File: src/rtl/adau_seq.sv
// adau_seq - analog acquisition frame sequencer.
//
// On each frame trigger (sec) the sequencer emits SYNC_WORD on the output stream, then walks
// CHANNELS entries of the channel table. For each entry it:
//   1. reads the table word,
//   2. drives the mux with it and waits SETTLE_CLKS cycles,
//   3. requests one ADC conversion,
//   4. emits the captured sample on a valid/ready stream.
// A sec pulse that arrives while a frame is in flight is ignored, but it sets the sticky
// overrun flag.
//
// Optional feature, selected by the ADAU_PARK_EN macro:
//   defined   - the mux is switched to the park code (PARK_ADDR/PARK_ENA) in the capture cycle,
//               and PARK_CLKS cycles of PARK are inserted between channels.
//   undefined - after a capture the mux keeps the channel code until the next table fetch.
// In both builds IDLE and reset use the park code.
//
// Ports:
//   clock       in   sole clock, rising edge
//   reset       in   asynchronous, active-low
//   sec         in   frame trigger, one-cycle pulse
//   table_addr  out  channel-table read address (synchronous RAM, one cycle latency)
//   table_q     in   table word {ADDR, ENA}
//   ADDR, ENA   out  mux address / enable
//   adc_start   out  conversion request, a level held until adc_rdy
//   adc_rdy     in   one-cycle sample-ready pulse
//   adc_sample  in   ADC result, valid with adc_rdy
//   out_valid   out  stream word valid
//   out_ready   in   stream sink can accept
//   out_data    out  SYNC_WORD or a sample
//   out_sync    out  out_data holds the sync word
//   out_chan    out  table index of the sample (0 with sync)
//   frame_done  out  one-cycle pulse after the last channel is accepted
//   overrun     out  sticky: sec arrived while the sequencer was busy
module adau_seq #(
    parameter int unsigned          CHANNELS    = 64,
    parameter int unsigned          ADDR_W      = 4,
    parameter int unsigned          ENA_W       = 4,
    parameter int unsigned          SAMPLE_W    = 16,
    parameter int unsigned          SETTLE_CLKS = 1220,
    parameter int unsigned          PARK_CLKS   = 72,
    parameter logic [ADDR_W-1:0]    PARK_ADDR   = 4'hF,
    parameter logic [ENA_W-1:0]     PARK_ENA    = 4'h1,
    parameter logic [SAMPLE_W-1:0]  SYNC_WORD   = 16'hFF7F,
    localparam int unsigned         CH_W        = (CHANNELS > 1) ? $clog2(CHANNELS) : 1
) (
    input  logic                      clock,
    input  logic                      reset,
    input  logic                      sec,
    output logic [CH_W-1:0]           table_addr,
    input  logic [ADDR_W+ENA_W-1:0]   table_q,
    output logic [ADDR_W-1:0]         ADDR,
    output logic [ENA_W-1:0]          ENA,
    output logic                      adc_start,
    input  logic                      adc_rdy,
    input  logic [SAMPLE_W-1:0]       adc_sample,
    output logic                      out_valid,
    input  logic                      out_ready,
    output logic [SAMPLE_W-1:0]       out_data,
    output logic                      out_sync,
    output logic [CH_W-1:0]           out_chan,
    output logic                      frame_done,
    output logic                      overrun
);

    localparam int unsigned     CntW        = 16;
    localparam logic [CntW-1:0] SettleLast  = CntW'(SETTLE_CLKS - 1);
    localparam logic [CntW-1:0] ParkLast    = CntW'(PARK_CLKS - 1);
    localparam logic [CH_W-1:0] LastIdx     = CH_W'(CHANNELS - 1);

    // StPark exists in both builds; it is only reachable when ADAU_PARK_EN is defined.
    typedef enum logic [2:0] {
        StIdle,
        StSync,
        StFetch1,
        StFetch2,
        StSettle,
        StConvert,
        StEmit,
        StPark
    } state_e;

    state_e                state_q, state_d;
    logic [CH_W-1:0]       idx_q, idx_d;
    logic [CntW-1:0]       cnt_q, cnt_d;
    logic [ADDR_W-1:0]     addr_q, addr_d;
    logic [ENA_W-1:0]      ena_q, ena_d;
    logic                  start_q, start_d;
    logic                  valid_q, valid_d;
    logic [SAMPLE_W-1:0]   data_q, data_d;
    logic                  sync_q, sync_d;
    logic [CH_W-1:0]       chan_q, chan_d;
    logic                  done_q, done_d;
    logic                  overrun_q, overrun_d;
    logic                  handshake;

    assign handshake = valid_q & out_ready;

    always_ff @(posedge clock or negedge reset) begin
        if (!reset) begin
            state_q   <= StIdle;
            idx_q     <= '0;
            cnt_q     <= '0;
            addr_q    <= PARK_ADDR;
            ena_q     <= PARK_ENA;
            start_q   <= 1'b0;
            valid_q   <= 1'b0;
            data_q    <= '0;
            sync_q    <= 1'b0;
            chan_q    <= '0;
            done_q    <= 1'b0;
            overrun_q <= 1'b0;
        end else begin
            state_q   <= state_d;
            idx_q     <= idx_d;
            cnt_q     <= cnt_d;
            addr_q    <= addr_d;
            ena_q     <= ena_d;
            start_q   <= start_d;
            valid_q   <= valid_d;
            data_q    <= data_d;
            sync_q    <= sync_d;
            chan_q    <= chan_d;
            done_q    <= done_d;
            overrun_q <= overrun_d;
        end
    end

    always_comb begin
        state_d   = state_q;
        idx_d     = idx_q;
        cnt_d     = cnt_q;
        addr_d    = addr_q;
        ena_d     = ena_q;
        start_d   = start_q;
        valid_d   = valid_q;
        data_d    = data_q;
        sync_d    = sync_q;
        chan_d    = chan_q;
        done_d    = 1'b0;
        // A trigger while busy is only recorded; it never restarts the frame.
        overrun_d = overrun_q | (sec & (state_q != StIdle));

        unique case (state_q)
            StIdle: begin
                addr_d = PARK_ADDR;
                ena_d  = PARK_ENA;
                if (sec) begin
                    valid_d = 1'b1;
                    sync_d  = 1'b1;
                    data_d  = SYNC_WORD;
                    chan_d  = '0;
                    state_d = StSync;
                end
            end

            StSync: begin
                if (handshake) begin
                    valid_d = 1'b0;
                    sync_d  = 1'b0;
                    idx_d   = '0;
                    state_d = StFetch1;
                end
            end

            // table_addr follows idx_q; the RAM word is valid one cycle later.
            StFetch1: begin
                state_d = StFetch2;
            end

            StFetch2: begin
                addr_d  = table_q[ADDR_W+ENA_W-1:ENA_W];
                ena_d   = table_q[ENA_W-1:0];
                cnt_d   = '0;
                state_d = StSettle;
            end

            StSettle: begin
                if (cnt_q == SettleLast) begin
                    start_d = 1'b1;
                    state_d = StConvert;
                end else begin
                    cnt_d = cnt_q + CntW'(1);
                end
            end

            StConvert: begin
                if (adc_rdy) begin
                    data_d  = adc_sample;
                    chan_d  = idx_q;
                    start_d = 1'b0;
                    valid_d = 1'b1;
                    cnt_d   = '0;
                    state_d = StEmit;
`ifdef ADAU_PARK_EN
                    // Ground the ADC input as soon as the sample is taken.
                    addr_d  = PARK_ADDR;
                    ena_d   = PARK_ENA;
`endif
                end
            end

            StEmit: begin
                if (handshake) begin
                    valid_d = 1'b0;
                    if (idx_q == LastIdx) begin
                        done_d  = 1'b1;
                        addr_d  = PARK_ADDR;
                        ena_d   = PARK_ENA;
                        state_d = StIdle;
                    end else begin
                        idx_d   = idx_q + CH_W'(1);
`ifdef ADAU_PARK_EN
                        state_d = StPark;
`else
                        state_d = StFetch1;
`endif
                    end
                end
            end

            StPark: begin
                addr_d = PARK_ADDR;
                ena_d  = PARK_ENA;
                if (cnt_q == ParkLast) begin
                    state_d = StFetch1;
                end else begin
                    cnt_d = cnt_q + CntW'(1);
                end
            end

            default: begin
                state_d = StIdle;
            end
        endcase
    end

    assign table_addr = idx_q;
    assign ADDR       = addr_q;
    assign ENA        = ena_q;
    assign adc_start  = start_q;
    assign out_valid  = valid_q;
    assign out_data   = data_q;
    assign out_sync   = sync_q;
    assign out_chan   = chan_q;
    assign frame_done = done_q;
    assign overrun    = overrun_q;

endmodule

File: config.mk
export PLATFORM = sky130hd
export DESIGN_NAME = adau_seq
export DESIGN_NICKNAME = d
export VERILOG_FILES = /design/src/rtl/adau_seq.sv
export SDC_FILE = /design/constraint.sdc
export NUM_CORES = 1
export LEC_CHECK = 0
export ABC_CLOCK_PERIOD_IN_PS = 2480
export CAP_MARGIN = 0
export CORE_MARGIN = 10
export CORE_UTILIZATION = 52
export CTS_BUF_LIST = sky130_fd_sc_hd__clkbuf_2
export DETAILED_ROUTE_END_ITERATION = 12
export PLACE_DENSITY_LB_ADDON = 0.05
export SETUP_SLACK_MARGIN = 0.02
export SLEW_MARGIN = 20
export SYNTH_ARGS = -nofsm -noshare
export SYNTH_HDL_FRONTEND = slang
export SYNTH_SLANG_ARGS = --single-unit
File: constraint.sdc
create_clock -name clock -period 2.48 [get_ports clock]
set_clock_uncertainty 0.2 [all_clocks]
set_input_delay 0.62 -clock clock [delete_from_list [all_inputs] [get_ports clock]]
set_output_delay 0.62 -clock clock [all_outputs]
set_load 0.05 [all_outputs]
# --- Yosys cells after proc, flatten, opt, wreduce, memory -nomap -nowiden ---
# Cells that the tools add are included.
word_totals:
  regBits: 60
  output_inout_bits: 41
  word_cells: 96
op_classes:
  n_addsub: 2
  eq_ne: 21
  n_mux: 39
  n_bitwise: 3
  n_reduce_logical: 19
ops:
  columns: ["op", "n"]
  rows:
  - ["two-way mux 16 bit", 5]
  - ["one-hot mux 16 bit (4 select lines)", 1]
  - ["one-hot mux 16 bit (2 select lines)", 1]
  - ["two-way mux 6 bit", 5]
  - ["one-hot mux 3 bit (8 select lines)", 1]
  - ["one-hot mux 4 bit (3 select lines)", 2]
  - ["one-hot mux 6 bit (2 select lines)", 2]
  - ["inequality test 2 bit (second input constant)", 10]
  - ["two-way mux 3 bit", 6]
  - ["adder 16 x 1 -> 16 bit (second input constant)", 1]
  - ["== test 16 x 11 -> 1 bit (second input constant)", 1]
  - ["== test 16 x 7 -> 1 bit (second input constant)", 1]
  - ["two-way mux 4 bit", 4]
  - ["== test 3 bit (second input constant)", 4]
  - ["AND reduction 3 bit", 4]
  - ["AND reduction 4 bit", 3]
  - ["nonzero test 3 bit", 3]
  - ["two-way mux 1 bit", 8]
  - ["nonzero test 2 bit", 4]
  - ["adder 6 x 1 -> 6 bit (second input constant)", 1]
  - ["== test 3 x 2 -> 1 bit (second input constant)", 2]
  - ["== test 6 bit (second input constant)", 1]
  - ["AND reduction 6 bit", 1]
  - ["one-hot mux 1 bit (2 select lines)", 2]
  - ["other kinds (9)", 11]

# --- Longest topological paths before layout ---
depth:
  ltp_word: 4
  mapped_depth: 8
  ltp_nobuf: 6

# --- Least setup slack after synthesis ---
# No wires, ideal clock.
synth_path:
  path_type: "reg2reg"
  startpoint: "register idx_q[0], in the netlist table_addr[0]"
  endpoint: "register idx_q[5], in the netlist table_addr[5]"
  setup_ps: 77
  arrival_time_ps: 1941
  setup_slack_ps: 261
  path_stages_with_launch: 7
  n_path_buf: 0
  synth_period_minus_slack_ps: 2219
  cell_sequence: "dfrtp_1 > ha_1 > nand2_1 > o21bai_4 > a21o_1 > or4_1 > a21oi_1"
synth_via:
  elab_chain_len: 4
  word_cells_on_any_way: 7
  cone_classes: "add/sub: 1; eq/ne: 2; mux: 3; reduce/logical: 1"
synth_lines:
  columns: ["element", "line_no", "source"]
  rows:
  - ["start, declared", "84", "logic [CH_W-1:0] idx_q, idx_d;"]
  - ["start signal, assigned", "115", "idx_q <= idx_d;"]
  - ["adder 6 x 1 -> 6 bit", "212", "idx_d = idx_q + CH_W'(1);"]
  - ["two-way mux 6 bit", "206", "if (idx_q == LastIdx) begin"]
  - ["two-way mux 6 bit", "204", "if (handshake) begin"]
  - ["one-hot mux 6 bit (2 select lines)", "144", "unique case (state_q)"]
# Parallel ways exist; a longest one is shown, timed or not. The select of a mux whose other input is x is not followed.
# A chain may end at the register's enable or synchronous reset.

# --- Worst setup path after layout ---
layout_path:
  startpoint: "register idx_q[0], in the netlist table_addr[0]"
  endpoint: "output table_addr[0]"
layout_rtl:
  columns: ["element", "line_no", "source"]
  rows:
  - ["end, declared", "50", "output logic [CH_W-1:0] table_addr,"]
# No word-level cell between the ends.

==> flow_metrics.env <==
export IMPL_power_net_switching_mw=2.323
export IMPL_netlist_cell_type_count=60
export IMPL_hold_path_class="reg2reg"
export IMPL_power_clock_fraction_pct=12.8
export IMPL_die_area_sq_mm=0.009445
export IMPL_postSynthRegisterBits=60
export IMPL_critical_path_max_fanout=6
export IMPL_endpoint_kind="output port"
export IMPL_worst_path_buf_inv=1
export IMPL_fin_crit_ps=2342
export IMPL_std_cell_core_area_sq_mm=0.005851
export IMPL_drt_total_wl_um=7956
export IMPL_num_antenna_cells=0
export IMPL_clk_latency_ps=480
export IMPL_setup_tns_final_ps=0
export IMPL_worst_setup_path_type="reg2out"
export IMPL_slew_headroom_pct=63.50
export IMPL_number_of_buffers_added_for_setup_after_cts=0
export IMPL_maxCapViolCount=0
export IMPL_cell_internal_pwr_mw=2.320
export IMPL_startpoint_type="flop"
export IMPL_routed_wire_length_per_instance_um=15.63
export IMPL_yosysSeqAreaShare_pct=48.67
export IMPL_cts_tree="built"
export IMPL_initial_utilization_pct=52.95
export IMPL_grt_start_max_net_pins=61
export IMPL_post_synth_top_flop="sky130_fd_sc_hd__dfrtp_1"
export IMPL_grt_first_pass_wirelength_um=13170
export IMPL_cts_made_buffers=9
export IMPL_routed_vias=2822
export IMPL_die_span_in_x_um=97.19
export IMPL_worst_endpoint_arrival_ps=1520
export IMPL_slowest_stage="sky130_fd_sc_hd__dlygate4sd2_1"
export IMPL_detail_route_vias_per_cell=5.544
export IMPL_num_rows=28
export IMPL_finalCritPeriodShare_pct=94.45
export IMPL_grt_overflow_total=0
export IMPL_clock_sinks=60
export IMPL_grt_pass1_vias=2728
export IMPL_power_leakage_nw=1.904
export IMPL_detailedRoute_firstIterationViolations=139
export IMPL_whs_ps=282.1
export IMPL_outcome="complete, no violations"
export IMPL_seq_power_share_pct=30.7
export IMPL_cp_data_required_time_ps=1660
export IMPL_die_h_um=97.19
export IMPL_port_buffers=69
export IMPL_synth_cell_area_sq_mm=0.003098
export IMPL_crit_chain="dlygate4sd2_1"
export IMPL_synth_edf_count=0
export IMPL_final_max_slew_viol_count=0
export IMPL_total_setup_violations_reported_at_the_end_of_the_flow=0
export IMPL_layout_cell_area_non_filler_sq_mm=0.004066
export IMPL_rsz0062_at_grt="false"
export IMPL_finalPower_mw=4.642
export IMPL_critical_path_s_largest_stage_delay_ps=560
export IMPL_htree_depth=3
export IMPL_globalplace_congestion=0.8215
export IMPL_worst_slew_pin_transition_ps=545.1
export IMPL_max_freq_mhz=426.9
export IMPL_synthesis_yosys_warnings=0
export IMPL_route_antenna_remaining_nets=0
export IMPL_cts_reportedPaths_clkPinSlew_ps=170
export IMPL_irDropWorstVdd_mv=0.7032
export IMPL_ios=70
export IMPL_dr_pass1_iters=4
export IMPL_grt_antenna_before_repair=0
export IMPL_comb_power_share_pct=56.5
export IMPL_asyncSetResetFlopFracSynth_pct=100.0
export IMPL_drcViolationCount=0
export IMPL_cp_top_family="buffers and inverters"
export IMPL_hold_viol_final=0
export IMPL_synth_cells=336
export IMPL_grt_total_usage_pct=16.51
export IMPL_detailed_place_hpwl_um=5616
export IMPL_final_core_utilization_pct=69.50
export IMPL_dpl_cell_area_sq_mm=0.003994
export IMPL_number_of_nets_in_the_final_layout=460
export IMPL_clk_root_buffer_cell="sky130_fd_sc_hd__clkbuf_2"
export IMPL_layout_drive_gt1_share_pct=17.05
export IMPL_flow_area_growth_from_synthesis_pct=31.26
export IMPL_synthesis_nets=367
export IMPL_synthesis_area_per_instance_sq_um=9.220
export IMPL_clockBufferDepth=2
export IMPL_power_per_cell_area_mw_per_mm2=1142
export IMPL_netSwitchingFraction_pct=50.03
-- final cells by class --
class	instances	area [sq um]
Tap cell	75	93.84
Clock inverter	6	55.05
Multi-Input combinational cell	252	1474
Sequential cell	60	1508
Fill cell	487	1784
Timing Repair Buffer	98	855.8
Inverter	8	30.03
Clock buffer	10	50.05
-- state kept, by name (all words and copies together) (netlist names) --
register / count
out_data: 16
state_q: 3
out_sync: 1
ADDR: 4
frame_done: 1
ENA: 4
table_addr: 6
cnt_q: 16
out_valid: 1
adc_start: 1
out_chan: 6
overrun: 1
-- metrics by stage --
stage / setup WS, ps / cells
after floorplan: 261.4 / 336
after global placement: 82.22 / 492
after detailed placement: 29.72 / 492
after CTS: 70.38 / 509
after global routing: 35.18 / 509
final: 137.8 / 509
-- synthesized netlist by cell type (2+ instances only) --
library cell | n | share of area (%)
sky130_fd_sc_hd__mux2_2 | 2 | 0.73
sky130_fd_sc_hd__o31ai_1 | 2 | 0.48
sky130_fd_sc_hd__and2_1 | 3 | 0.61
sky130_fd_sc_hd__nand3_1 | 14 | 2.3
sky130_fd_sc_hd__a22o_1 | 2 | 0.57
sky130_fd_sc_hd__nand2_1 | 77 | 9.3
sky130_fd_sc_hd__or2_2 | 6 | 1.2
sky130_fd_sc_hd__a21o_1 | 4 | 0.97
sky130_fd_sc_hd__o221ai_2 | 2 | 0.97
sky130_fd_sc_hd__a31o_1 | 2 | 0.57
sky130_fd_sc_hd__a21oi_1 | 20 | 3.2
sky130_fd_sc_hd__buf_2 | 4 | 0.65
sky130_fd_sc_hd__clkbuf_1 | 7 | 0.85
sky130_fd_sc_hd__nand2b_1 | 5 | 1.0
sky130_fd_sc_hd__mux2i_1 | 8 | 2.6
sky130_fd_sc_hd__and4_1 | 3 | 0.85
sky130_fd_sc_hd__a41oi_1 | 2 | 0.57
sky130_fd_sc_hd__nor2_1 | 14 | 1.7
sky130_fd_sc_hd__xnor2_1 | 2 | 0.57
sky130_fd_sc_hd__a211oi_1 | 3 | 0.73
sky130_fd_sc_hd__dfstp_2 | 5 | 4.2
sky130_fd_sc_hd__nor3_1 | 7 | 1.1
sky130_fd_sc_hd__o21ai_1 | 3 | 0.48
sky130_fd_sc_hd__o21ai_0 | 29 | 4.7
sky130_fd_sc_hd__buf_6 | 3 | 1.1
sky130_fd_sc_hd__dfrtp_1 | 55 | 44
sky130_fd_sc_hd__nand4_1 | 2 | 0.40
sky130_fd_sc_hd__nand4b_1 | 3 | 0.85
sky130_fd_sc_hd__a31oi_1 | 5 | 1.0
sky130_fd_sc_hd__o22ai_1 | 2 | 0.40
sky130_fd_sc_hd__o21bai_1 | 2 | 0.48
sky130_fd_sc_hd__inv_1 | 8 | 0.97
sky130_fd_sc_hd__nor4_1 | 2 | 0.40
sky130_fd_sc_hd__ha_1 | 2 | 0.81
-- metal layers --
metal | GRT usage [%] | part of all wire (%)
met1 | 19.76 | 43
met2 | 26.49 | 48
met3 | 5.192 | 6.3
met4 | 7.264 | 2.1
met5 | 0 | 0
-- power by group through the flow --
stage | registers [mW] | logic [mW] | clock network [mW]
floorplan | 2.17 | 1.12 | 0
global placement | 1.44 | 2.71 | 0
detailed placement | 1.45 | 2.75 | 0
CTS | 1.42 | 2.64 | 0.604
global route | 1.46 | 2.84 | 0.649
finish | 1.43 | 2.62 | 0.594
-- logic make-up (layout without fill, tap and decap cells) --
| group | Yosys count | in the layout | share of synthesized area, % |
|---|---|---|---|
| simple gates | 151 | 151 | 24.31 |
| compound gates | 87 | 87 | 18.42 |
| flops | 60 | 60 | 48.67 |
| buf+inv | 24 | 122 | 3.918 |
| mux | 10 | 10 | 3.312 |
| fa+ha+maj | 2 | 2 | 0.8076 |
| xor+xnor | 2 | 2 | 0.5655 |
-- placed cells by master (no fill, tap or decap), types with 2 or more instances in the layout --
cell / n
sky130_fd_sc_hd__a31o_1: 2
sky130_fd_sc_hd__a21oi_1: 20
sky130_fd_sc_hd__xnor2_1: 2
sky130_fd_sc_hd__and2_1: 3
sky130_fd_sc_hd__nor2_1: 14
sky130_fd_sc_hd__or2_2: 6
sky130_fd_sc_hd__and4_1: 3
sky130_fd_sc_hd__a22o_1: 2
sky130_fd_sc_hd__o22ai_1: 2
sky130_fd_sc_hd__clkinv_1: 2
sky130_fd_sc_hd__mux2i_1: 8
sky130_fd_sc_hd__ha_1: 2
sky130_fd_sc_hd__nor4_1: 2
sky130_fd_sc_hd__a211oi_1: 3
sky130_fd_sc_hd__clkdlybuf4s50_1: 27
sky130_fd_sc_hd__o21ai_0: 29
sky130_fd_sc_hd__inv_1: 8
sky130_fd_sc_hd__clkinv_2: 2
sky130_fd_sc_hd__buf_4: 33
sky130_fd_sc_hd__dfstp_2: 5
sky130_fd_sc_hd__dlygate4sd2_1: 34
sky130_fd_sc_hd__a31oi_1: 5
sky130_fd_sc_hd__nand4_1: 2
sky130_fd_sc_hd__nand3_1: 14
sky130_fd_sc_hd__a41oi_1: 2
sky130_fd_sc_hd__mux2_2: 2
sky130_fd_sc_hd__clkbuf_2: 11
sky130_fd_sc_hd__o21bai_1: 2
sky130_fd_sc_hd__o21ai_1: 3
sky130_fd_sc_hd__nand2b_1: 5
sky130_fd_sc_hd__a21o_1: 4
sky130_fd_sc_hd__nand4b_1: 3
sky130_fd_sc_hd__nor3_1: 7
sky130_fd_sc_hd__nand2_1: 77
sky130_fd_sc_hd__o31ai_1: 2
sky130_fd_sc_hd__dfrtp_1: 55
sky130_fd_sc_hd__o221ai_2: 2
-- worst paths after layout --
path / startpoint / end / slack, ps / depth (start not counted)
worst min register to register: out_data[10] / out_data[10] / 280 / 2
worst min-delay path: out_data[10] / out_data[10] / 280 / 2
max in group asynchronous: reset / ENA[0] / 1340 / 3
min in group asynchronous: reset / out_sync / 430 / 3
worst max-delay path: table_addr[0] / table_addr[0] / 140 / 1
worst max register to register: state_q[1] / cnt_q[2] / 230 / 6
-- repair_timing --
item / 4_1_cts / 5_1_grt
resized for setup: 36 / 2
endpoints found under the setup margin: 36 / 1
hold buffers: 1 / 0
hold endpoints to repair: 55 / 0
Note: power is estimated with default switching activity, not from simulation.
